**config.mk**
```make
export PLATFORM = sky130hd
export DESIGN_NAME = fir_tap_delay_line
export DESIGN_NICKNAME = d
export VERILOG_FILES = /design/src/rtl/fir_tap_delay_line.sv
export SDC_FILE = /design/constraint.sdc
export NUM_CORES = 1
export LEC_CHECK = 0
export BUFFER_PORTS_ARGS = -buffer_cell sky130_fd_sc_hd__buf_2
export CAP_MARGIN = 20
export CORE_UTILIZATION = 50
export CTS_CLUSTER_DIAMETER = 100
export DETAILED_ROUTE_END_ITERATION = 6
export GPL_TIMING_DRIVEN = 0
export PLACE_DENSITY = 0.87
export SLEW_MARGIN = 20
export SYNTH_ARGS = -nofsm -noshare
export SYNTH_HDL_FRONTEND = slang
export SYNTH_SLANG_ARGS = --single-unit
```
**constraint.sdc**
```tcl
create_clock -name clk -period 5.6 [get_ports clk]
set_input_delay 0.56 -clock clk [delete_from_list [all_inputs] [get_ports clk]]
set_output_delay 0.56 -clock clk [all_outputs]
set_load 0.03 [all_outputs]
```
**src/rtl/fir_tap_delay_line.sv**
```systemverilog
// Tapped delay line for a pipelined FIR: holds the last DEPTH samples, exposes all taps
// in parallel with per-tap valid bits, fill level, stall and synchronous flush.
module fir_tap_delay_line #(
  parameter int unsigned WIDTH      = 13,
  parameter int unsigned DEPTH      = 8,
  parameter int unsigned SHIFT_MODE = 0,
  localparam int unsigned CW        = $clog2(DEPTH + 1)
) (
  input  logic                     clk,
  input  logic                     rst,
  input  logic                     stall,
  input  logic                     flush,
  input  logic                     in_valid,
  input  logic [WIDTH-1:0]         din,
  output logic [DEPTH*WIDTH-1:0]   taps,
  output logic [DEPTH-1:0]         tap_valid,
  output logic [WIDTH-1:0]         dout,
  output logic                     dout_valid,
  output logic                     primed,
  output logic [CW-1:0]            fill_cnt
);

  logic [WIDTH-1:0] tap_q [DEPTH];
  logic [WIDTH-1:0] tap_d [DEPTH];
  logic [DEPTH-1:0] valid_q, valid_d;
  logic [CW-1:0]    fill_q, fill_d;
  logic             shift_en;

  // Next-state: flush beats stall, stall beats shift; fill is the popcount of the valid bits.
  always_comb begin
    tap_d    = tap_q;
    valid_d  = valid_q;
    fill_d   = fill_q;
    shift_en = (SHIFT_MODE != 0) ? 1'b1 : in_valid;
    if (flush) begin
      for (int k = 0; k < int'(DEPTH); k++) tap_d[k] = '0;
      valid_d = '0;
      fill_d  = '0;
    end else if (!stall && shift_en) begin
      for (int k = int'(DEPTH) - 1; k > 0; k--) tap_d[k] = tap_q[k-1];
      tap_d[0] = in_valid ? din : '0;
      valid_d  = {valid_q[DEPTH-2:0], in_valid};
      fill_d   = '0;
      for (int k = 0; k < int'(DEPTH); k++) fill_d = fill_d + CW'(valid_d[k]);
    end
  end

  always_ff @(posedge clk) begin
    if (!rst) begin
      for (int k = 0; k < int'(DEPTH); k++) tap_q[k] <= '0;
      valid_q <= '0;
      fill_q  <= '0;
    end else begin
      for (int k = 0; k < int'(DEPTH); k++) tap_q[k] <= tap_d[k];
      valid_q <= valid_d;
      fill_q  <= fill_d;
    end
  end

  for (genvar g = 0; g < int'(DEPTH); g++) begin : g_taps
    assign taps[g*WIDTH +: WIDTH] = tap_q[g];
  end

  assign tap_valid  = valid_q;
  assign dout       = tap_q[DEPTH-1];
  assign dout_valid = valid_q[DEPTH-1];
  assign primed     = (fill_q == CW'(DEPTH));
  assign fill_cnt   = fill_q;

endmodule

```
# Yosys cells after proc, flatten, opt, wreduce, memory -nomap -nowiden
# Cells that the tools add are included.
# W data, S select, Z words.
# word_totals
ff_bits,116
out_inout_bits,131
# op_classes
addsub,7
eq_ne,1
mux,1
bitwise,1
reduce_logical,3
# ops
op,count
$add A4 B1 Y4,4
$mux W13,1
$add A3 B1 Y4,1
$eq A4 B4 Y1 const B,1
$add A2 B1 Y3,1
$add A1 B1 Y2,1
$reduce_or A2 Y1,1
$logic_and A1 B1 Y1,1
$logic_not A1 Y1,1
$not A1 Y1,1

# Logic depth before layout (Yosys ltp)
# Gate-level depths: netlist (run 1).
# logic_depth
depth_word,7
ltp_mapped,11

# Worst setup path after synthesis (run 1)
# OpenSTA, ideal clock, no wires.
# synth_path
path_kind,flip-flop to flip-flop
startpoint,register valid_q[0] (netlist: tap_valid[0])
endpoint,register fill_q[2] (netlist: fill_cnt[2])
arrival_time_ns,2.911
t_required_ns,5.530
slack_ns,2.618
stages_incl_launch_ff,12
path_buffers,0
cell_sequence,dfxtp_1 > inv_1 > fa_1 > fa_1 > fa_1 > inv_1 > ha_1 > inv_1 > fa_1 > xnor2_1 > nand2_1 > a21oi_1
# synth_between
elab_chain_cells,7
# synth_lines
element,line_no,source
from (decl),25,"logic [DEPTH-1:0] valid_q, valid_d;"
from (signal assigned),55,valid_q <= valid_d;
$add A1 B1 Y2,44,for (int k = 0; k < int'(DEPTH); k++) fill_d = fill_d + CW'(valid_d[k]);
$add A2 B1 Y3,44,
$add A3 B1 Y4,44,
$add A4 B1 Y4 (4 in a row),44,
to (signal assigned),56,fill_q <= fill_d;
to (decl),26,"logic [CW-1:0] fill_q, fill_d;"
# No other way between the ends.
# A chain may end at the register's enable or synchronous reset.

# Final worst setup path (run 1)
# Ends and elaborated chain as after synthesis.

==> impl_metrics.csv, run 1 <==
group,metric,value,unit
floorplan,row_count,34,
finish,final_nets,732,
timing,final.min_clock_period,3.00,ns
power_and_ir_drop,power_leakage,2.53,nW
routing,wire_per_inst,13.9,um
synth,synthTopCellsByArea,"dfxtp_1, nand2_1, a21oi_1",
timing,fmaxAchievable,334,MHz
placed_design,place.gp.congestion,0.818,
clock_tree,ctsHoldBuffers,0,
grt,grt_max_degree,17,
finish,finalNonFillerCells,827,
flow_run,cap_violations,0,
clock_tree,clock-sinks,116,
synth,synth_common_cells,"nand2_1, dfxtp_1, a21oi_1",
floorplan,die_area,0.00937,mm^2
timing,rsz0062_at_grt,"false",
timing,hold_viol,0,
floorplan,ios,149,
clock_tree,cts.reportedPaths.clkPinSlew,0.06,ns
worst_setup_path,required,6.02,ns
timing,slew_violations,0,
placed_design,hpwlAfterDp,8470,um
grt,grt_first_pass_wirelength,18800,um
power_and_ir_drop,power_per_cell_area,333,mW/mm^2
finish,final_area,0.00596,mm^2
routing,detail-route-antenna-nets,0,
clock_tree,cts_repair_resize_count,0,
synth,ys.flop_type,"dfxtp_1",
placed_design,port_buffers,148,
clock_tree,cts_setup_buffers,0,
clock_tree,cts_tree,"built",
timing,max_slew_margin,68.6,%
routing,drtIter0Drc,191,
finish,antennaDiodeCount,0,
finish,utilization,68.3,%
synth,ys_async_sr_fraction,0,%
timing,setup_viol,0,
routing,drcViolationCount,0,
worst_setup_path,setup.worst_path.class,"flop to flop",
synth,synth_top_area_cell,"dfxtp_1",
worst_setup_path,start_kind,"flop",
floorplan,die_h,96.8,um
grt,grt_overflow_total,0,
synth,netlist_area,0.00449,mm^2
grt,grt_pass1_vias,3973,
synth,yosysMostFrequentCell,"nand2_1",
timing,period_share,53.5,%
timing,tns,0,ns
grt,track_usage,24.7,%
synth,synth_edf_count,0,
routing,vias,4171,
placed_design,placed_area,0.00537,mm^2
floorplan,core_area,0.00872,mm^2
power_and_ir_drop,totalPowerFinal,1.98,mW
clock_tree,cts_buffers,17,
clock_tree,cts_root_buf,"clkbuf_8",
placed_design,placedCellCount,796,
timing,clock_skew,0.00555,ns
timing,hold_ws,0.302,ns
power_and_ir_drop,peakVddDrop,0.214,mV
synth,ys_seq_area_share,51.7,%
clock_tree,worstSkewPairLatency,0.49,ns
placed_design,place_ws,2.32,ns
status,outcome,"complete, no violations",
routing,drtPass1Iterations,5,
timing,tightestPinTransition,0.471,ns
routing,wirelength,11500,um
synth,ys_warn_count,0,
routing,via_per_inst,5.04,
worst_setup_path,crit_path_max_fanout,3,
floorplan,start_util,51.5,%
worst_setup_path,crit_arrival,3.42,ns
synth,synth_nets,565,
clock_tree,cts_max_level,4,
synth,syn_inst,540,
min_path,hp-class,"input pin to flop",
grt,grt_antenna_before_repair,0,
synth,ys_ff_latch,116,
finish,areaGrowthSynthToFinish,32.6,%
synth,ys_types,21,
synth,avgSynthCellArea,8.32,um^2
finish,drive_gt1_share,38.1,%
floorplan,die_width,96.8,um
worst_setup_path,end_kind,"flop",
timing,setup_slack,2.60,ns
synth,synth_top_cell_area_share,51.7,%
clock_tree,clk_path_buf_depth,2,
[power by group]
| part | switching [mW] | internal (mW) | leakage [nW] |
|---|---|---|---|
| clock | 0.363 | 0.706 | 0.289 |
| sequential | 0.00276 | 0.829 | 0.935 |
| combinational | 0.0584 | 0.0237 | 1.30 |
[metal layers]
metal	GRT usage [%]	share of wire, %
met5	0	0
met2	44.0	52
met3	6.29	5.0
met1	29.1	42
met4	7.35	0.73
[path summary, 6_finish.rpt]
check	startpoint	to	slack, ns	depth (start not counted)
min	din[6]	taps[6]$_SDFFE_PP0P_	0.30	3
max	tap_valid[0]$_SDFFE_PP0P_	fill_cnt[2]$_SDFFE_PP0P_	2.60	11
min reg2reg	dout[0]$_SDFFE_PP0P_	dout[0]$_SDFFE_PP0P_	0.46	2
max reg2reg	tap_valid[0]$_SDFFE_PP0P_	fill_cnt[2]$_SDFFE_PP0P_	2.60	11
[registers in the layout (all words and copies together) (netlist names)]
register / count
fill_cnt: 4
taps: 91
dout: 13
tap_valid: 8
[critical path, cell delays in order (launching register included)]
cell     delay (ns)
dfxtp_1        0.35
inv_1          0.08
fa_1           0.48
fa_1           0.52
fa_1           0.41
inv_1          0.08
ha_1           0.16
inv_1          0.06
fa_1           0.37
xnor2_1        0.18
nand2_1        0.08
a21oi_1        0.15
[cell usage in the layout, fill, tap and decap left out, drive strengths merged]
cell / count
clkinvlp: 2
buf: 194
clkbuf: 28
fa: 4
xnor2: 1
nand2b: 2
nand2: 227
a21o: 1
nor2: 1
a21oi: 115
nor4b: 1
and2b: 1
clkinv: 5
inv: 13
ha: 3
nand3: 1
bufinv: 3
a211oi: 1
dfxtp: 116
[logic make-up (layout without fill, tap and decap cells)]
group,after synthesis,after routing,share of synthesized area (%)
and+or+nand+nor,233,233,20.4
AOI/OAI and AO/OA,117,117,16.5
DFF,116,116,51.7
buffers and inverters,66,245,8.66
adders and majority gates,7,7,2.62
xor gates and xnor gates,1,1,0.195
[final cells by class]
class	count	area, um^2
Sequential cell	116	2320
Clock buffer	21	459
Fill cell	699	2760
Inverter	13	48.8
Timing Repair Buffer	148	741
Buffer	53	340
Tap cell	108	135
Multi-Input combinational cell	358	1780
Clock inverter	10	130
Note: power is estimated with default switching activity, not from simulation.
==> inputs of run 2 (changes only) <==
==> constraint.sdc (replaced) <==
create_clock -name clk -period 2.8 [get_ports clk]
set_input_delay 0.28 -clock clk [delete_from_list [all_inputs] [get_ports clk]]
set_output_delay 0.28 -clock clk [all_outputs]
set_load 0.03 [all_outputs]
==> impl_metrics.csv, run 2 (same netlist as run 1, synthesis figures left out) <==
group,metric,value,unit
status,outcome,"complete, but fails checks",
status,violations,"negative setup slack",
placed_design,placedCellCount,796,
timing,tns,-0.0529,ns
routing,routed.top_layer,"met4",
min_path,hp-class,"input pin to flop",
placed_design,place.gp.congestion,0.795,
routing,wirelength,11400,um
clock_tree,clock-sinks,116,
worst_setup_path,crit_path_max_incr_delay,0.52,ns
finish,drive_gt1_share,38.7,%
worst_setup_path,cpMaxStageDelayCell,"fa_1",
finish,layout_commonest_cell,"nand2_1",
worst_setup_path,rrSetupSlack,-0.05,ns
worst_setup_path,reg2regPathDepth,11,
worst_setup_path,setup.worst_path.class,"flop to flop",
finish,fill_cells,679,
clock_tree,worstSkewPairLatency,0.51,ns
routing,met2_length,5890,um
timing,rsz0062_at_grt,"true",
floorplan,die_width,96.8,um
finish,final_cell_mix,"nand2_1, buf_2, dfxtp_1",
placed_design,port_buffers,148,
timing,setup_viol,1,
timing,max_slew_margin,66.6,%
clock_tree,cts_tree,"built",
timing,hold_viol,0,
timing,setup_slack,-0.0529,ns
finish,final_nets,746,
grt,grt_first_pass_wirelength,18800,um
worst_setup_path,path_delay_family,"adder cells",
grt,track_usage,24.9,%
timing,tightestPinTransition,0.501,ns
grt,grt_antenna_before_repair,0,
timing,clock_skew,0.00809,ns
min_path,worstHoldPathCells,3,
routing,via_per_inst,4.98,
routing,drcViolationCount,0,
placed_design,hpwlAfterDp,8440,um
worst_setup_path,start_kind,"flop",
clock_tree,cts_buffers,17,
worst_setup_path,crit_arrival,3.30,ns
floorplan,ios,149,
finish,areaGrowthSynthToFinish,35.3,%
power_and_ir_drop,power_per_cell_area,632,mW/mm^2
flow_run,cap_violations,0,
clock_tree,cts.reportedPaths.clkPinSlew,0.06,ns
routing,drt-met1-wl,4690,um
min_path,min_to,"taps[4]$_SDFFE_PP0P_",
min_path,min_from,"din[4]",
grt,grt_pass1_vias,4002,
routing,vias,4190,
clock_tree,cts_max_level,4,
finish,largest_reg_flops,91,
timing,slew_violations,0,
worst_setup_path,cp_cell_sequence,"inv_4 -> fa_1 -> fa_1 -> fa_1 -> inv_1 -> ha_2 -> inv_2 -> fa_2 -> xnor2_2 -> nand2_1 -> a21oi_2",
routing,drtPass1Iterations,5,
floorplan,start_util,51.5,%
worst_setup_path,required,3.25,ns
floorplan,row_count,34,
routing,detail-route-antenna-nets,0,
floorplan,die_area,0.00937,mm^2
routing,drtIter0Drc,141,
power_and_ir_drop,power_leakage,2.57,nW
worst_setup_path,reg2reg_from,"tap_valid[0]$_SDFFE_PP0P_",
worst_setup_path,cp_common_cell,"fa_1",
worst_setup_path,end_kind,"flop",
clock_tree,cts_root_buf,"clkbuf_8",
clock_tree,clk_path_buf_depth,2,
finish,finalNonFillerCells,841,
worst_setup_path,r2r_end,"fill_cnt[2]$_SDFFE_PP0P_",
finish,utilization,69.7,%
power_and_ir_drop,totalPowerFinal,3.84,mW
routing,route.met3.wl,672,um
finish,antennaDiodeCount,0,
floorplan,core_area,0.00872,mm^2
routing,wire_per_inst,13.6,um
worst_setup_path,path_buf_inv,3,
timing,final.min_clock_period,2.85,ns
timing,period_share,102,%
timing,fmaxAchievable,351,MHz
grt,grt_overflow_total,0,
floorplan,die_h,96.8,um
worst_setup_path,crit_path_max_fanout,2,
power_and_ir_drop,peakVddDrop,0.350,mV
grt,grt_max_degree,17,
-- run 2: cell count changes in the layout (fill, tap and decap cells not counted), moves of 2 or more --
| cell | delta |
|---|---|
| buf_4 | +4 |
| clkbuf_1 | +3 |
| clkbuf_8 | -2 |
| clkinv_2 | -2 |
| dfxtp_1 | -2 |
| dfxtp_4 | +2 |
| dlygate4sd3_1 | +10 |
| inv_1 | -2 |
-- run 2: tightest hold or removal path: stages --
cell	delay (ns)
buf_2	0.10
nand2_1	0.05
a21oi_1	0.05
-- run 2: stage by stage --
| stage | hold WS, ns | area [um^2] | worst slack, ns |
|---|---|---|---|
| final | 0.0249 | 6080 | -0.0529 |
| after global routing | 0.0104 | 6080 | -0.151 |
| after CTS | 0.00469 | 6070 | -0.0367 |
| after detailed placement | 0.457 | 5380 | -0.151 |
| after global placement | 0.448 | 5380 | -0.105 |
| after floorplan | 0.407 | 4500 | 0.0116 |
-- run 2: report_power, final --
part           switching, mW  internal, mW
Clock                  0.723          1.28
Sequential           0.00588          1.66
Combinational          0.121        0.0586
-- run 2: per-layer routing --
layer  vias to the layer above  track usage [%]
met3                        21             7.08
met2                       155             44.7
met5                         -                0
met1                      1943             28.0
li1                       2071                -
met4                         0             8.84
-- run 2: area by class of cell --
cell class                 count  area, um^2  share of cell area (%)
inverter                      13        51.3                   0.844
buffer                        53         340                    5.60
multi-input combinational    358        1800                    29.7
timing repair buffer         162         871                    14.3
clock buffer                  22         443                    7.29
tap                          108         135                    2.22
sequential                   116        2330                    38.3
clock inverter                 9         106                    1.75
-- run 2: worst max-delay path by stage --
| stage | start | slack, ns | cells past startpoint | endpoint |
|---|---|---|---|---|
| final | tap_valid[0]$_SDFFE_PP0P_ | -0.05 | 11 | fill_cnt[2]$_SDFFE_PP0P_ |
| after global routing | tap_valid[0]$_SDFFE_PP0P_ | -0.15 | 11 | fill_cnt[2]$_SDFFE_PP0P_ |
| after CTS | tap_valid[0]$_SDFFE_PP0P_ | -0.04 | 11 | fill_cnt[2]$_SDFFE_PP0P_ |
| after detailed placement | in_valid | -0.15 | 12 | fill_cnt[2]$_SDFFE_PP0P_ |
| after global placement | in_valid | -0.10 | 12 | fill_cnt[2]$_SDFFE_PP0P_ |
| after floorplan | tap_valid[0]$_SDFFE_PP0P_ | 0.01 | 11 | fill_cnt[2]$_SDFFE_PP0P_ |
-- run 2: repair_timing --
action	CTS	global route
endpoints found under the hold margin	10	0
hold buffers	10	0
setup buffers	3	1
pin swaps	1	1
gates resized for setup	6	1
endpoints found under the setup margin	2	2
cloned	0	0
==> inputs of run 3 (changes only) <==
--- a/config.mk
+++ b/config.mk
@@ -5,13 +5,15 @@
 export SDC_FILE = /design/constraint.sdc
 export NUM_CORES = 1
 export LEC_CHECK = 0
-export BUFFER_PORTS_ARGS = -buffer_cell sky130_fd_sc_hd__buf_2
+export BUFFER_PORTS_ARGS = -buffer_cell sky130_fd_sc_hd__clkbuf_2
 export CAP_MARGIN = 20
 export CORE_UTILIZATION = 50
 export CTS_CLUSTER_DIAMETER = 100
 export DETAILED_ROUTE_END_ITERATION = 6
 export GPL_TIMING_DRIVEN = 0
 export PLACE_DENSITY = 0.87
+export RECOVER_POWER = 100
+export SETUP_SLACK_MARGIN = 0.15
 export SLEW_MARGIN = 20
 export SYNTH_ARGS = -nofsm -noshare
 export SYNTH_HDL_FRONTEND = slang
==> impl_metrics.csv, run 3 (same netlist as run 1, synthesis figures left out) <==
group,metric,value,unit
status,outcome,"complete, no violations",
clock_tree,cts.reportedPaths.clkPinSlew,0.06,ns
timing,setup_viol,0,
routing,wirelength,11500,um
grt,grt_overflow_total,0,
worst_setup_path,end_kind,"flop",
floorplan,start_util,51.5,%
floorplan,die_area,0.00937,mm^2
timing,setup_slack,0.00154,ns
clock_tree,worstSkewPairLatency,0.51,ns
power_and_ir_drop,peakVddDrop,0.474,mV
floorplan,core_area,0.00872,mm^2
timing,period_share,99.9,%
timing,clock_skew,0.00972,ns
finish,final_nets,745,
clock_tree,cts_tree,"built",
placed_design,placedCellCount,796,
finish,utilization,67.3,%
power_and_ir_drop,totalPowerFinal,4.07,mW
routing,vias,4197,
placed_design,hpwlAfterDp,8260,um
finish,areaGrowthSynthToFinish,30.7,%
finish,largest_reg_flops,91,
clock_tree,clk_path_buf_depth,2,
worst_setup_path,crit_path_max_fanout,2,
timing,rsz0062_at_grt,"true",
finish,final_cell_mix,"nand2_1, clkbuf_1, dfxtp_1",
finish,final_area,0.00587,mm^2
grt,grt_first_pass_wirelength,18500,um
timing,slew_violations,0,
routing,via_per_inst,4.99,
flow_run,cap_violations,0,
timing,hold_ws,0.0166,ns
routing,drtPass1Iterations,7,
floorplan,die_h,96.8,um
routing,drcViolationCount,0,
routing,drtIter0Drc,131,
power_and_ir_drop,power_per_cell_area,693,mW/mm^2
routing,wire_per_inst,13.7,um
grt,grt_max_degree,17,
placed_design,place.gp.congestion,0.783,
finish,drive_gt1_share,17.5,%
finish,layout_commonest_cell,"nand2_1",
grt,track_usage,24.4,%
grt,grt_pass1_vias,4008,
clock_tree,cts_buffers,17,
min_path,hp-class,"input pin to flop",
routing,detail-route-antenna-nets,0,
finish,finalNonFillerCells,841,
worst_setup_path,setup.worst_path.class,"flop to flop",
placed_design,placed_area,0.00538,mm^2
timing,fmaxAchievable,357,MHz
floorplan,row_count,34,
worst_setup_path,crit_arrival,3.23,ns
power_and_ir_drop,power_leakage,1.99,nW
finish,fill_cells,781,
finish,antennaDiodeCount,0,
timing,final.min_clock_period,2.80,ns
worst_setup_path,start_kind,"flop",
placed_design,place_ws,-0.155,ns
placed_design,port_buffers,148,
floorplan,ios,149,
clock_tree,cts_max_level,4,
timing,hold_viol,0,
grt,grt_antenna_before_repair,0,
worst_setup_path,required,3.24,ns
floorplan,die_width,96.8,um
clock_tree,cts_root_buf,"clkbuf_8",
timing,tns,0,ns
timing,tightestPinTransition,0.634,ns
clock_tree,clock-sinks,116,
timing,max_slew_margin,57.7,%
## run 3: final timing paths
| check | start | endpoint | slack (ns) | cells past startpoint |
|---|---|---|---|---|
| worst min-delay path | din[3] | taps[3]$_SDFFE_PP0P_ | 0.02 | 3 |
| worst min register to register | taps[77]$_SDFFE_PP0P_ | taps[90]$_SDFFE_PP0P_ | 0.47 | 2 |
| worst max-delay path | tap_valid[0]$_SDFFE_PP0P_ | fill_cnt[2]$_SDFFE_PP0P_ | 0.002 | 11 |
| worst max register to register | tap_valid[0]$_SDFFE_PP0P_ | fill_cnt[2]$_SDFFE_PP0P_ | 0.002 | 11 |
## run 3: report_power, final
part	total, mW	internal (mW)	leakage (nW)	switching [mW]
sequential	1.66	1.66	0.936	0.00596
clock	2.24	1.49	0.300	0.753
combinational	0.167	0.0495	0.754	0.118
total	4.07	3.19	1.99	0.877
## run 3: final cells by class
type | instances | area (um^2) | area share (%)
Timing Repair Buffer | 161 | 701 | 11.9
Tap cell | 108 | 135 | 2.30
Inverter | 13 | 48.8 | 0.831
Clock inverter | 13 | 180 | 3.07
Multi-Input combinational cell | 358 | 1740 | 29.6
Sequential cell | 116 | 2330 | 39.7
Clock buffer | 19 | 442 | 7.52
Buffer | 53 | 298 | 5.07
## run 3: worst max-delay path, cell delays in order (launching register included)
cell and delay [ns]:
dfxtp_4 0.35, inv_2 0.04, fa_1 0.46, fa_1 0.52
fa_1 0.43, inv_2 0.08, ha_4 0.13, inv_2 0.04
fa_2 0.34, xnor2_2 0.14, nand2_1 0.08, a21oi_2 0.13
## run 3: routing by layer
layer	up-vias	wire (um)	GRT usage, %
met4	0	217	9.41
met2	147	5840	43.2
met1	1952	4910	27.8
li1	2076	-	-
met5	-	0	0
met3	22	582	6.72
## run 3: what timing repair did
| action | in CTS | in global routing |
|---|---|---|
| pin swaps | 7 | 6 |
| hold endpoints to repair | 10 | 0 |
| setup buffers | 2 | 1 |
| gates resized for setup | 6 | 3 |
| endpoints found under the setup margin | 2 | 2 |
| hold buffers | 10 | 0 |
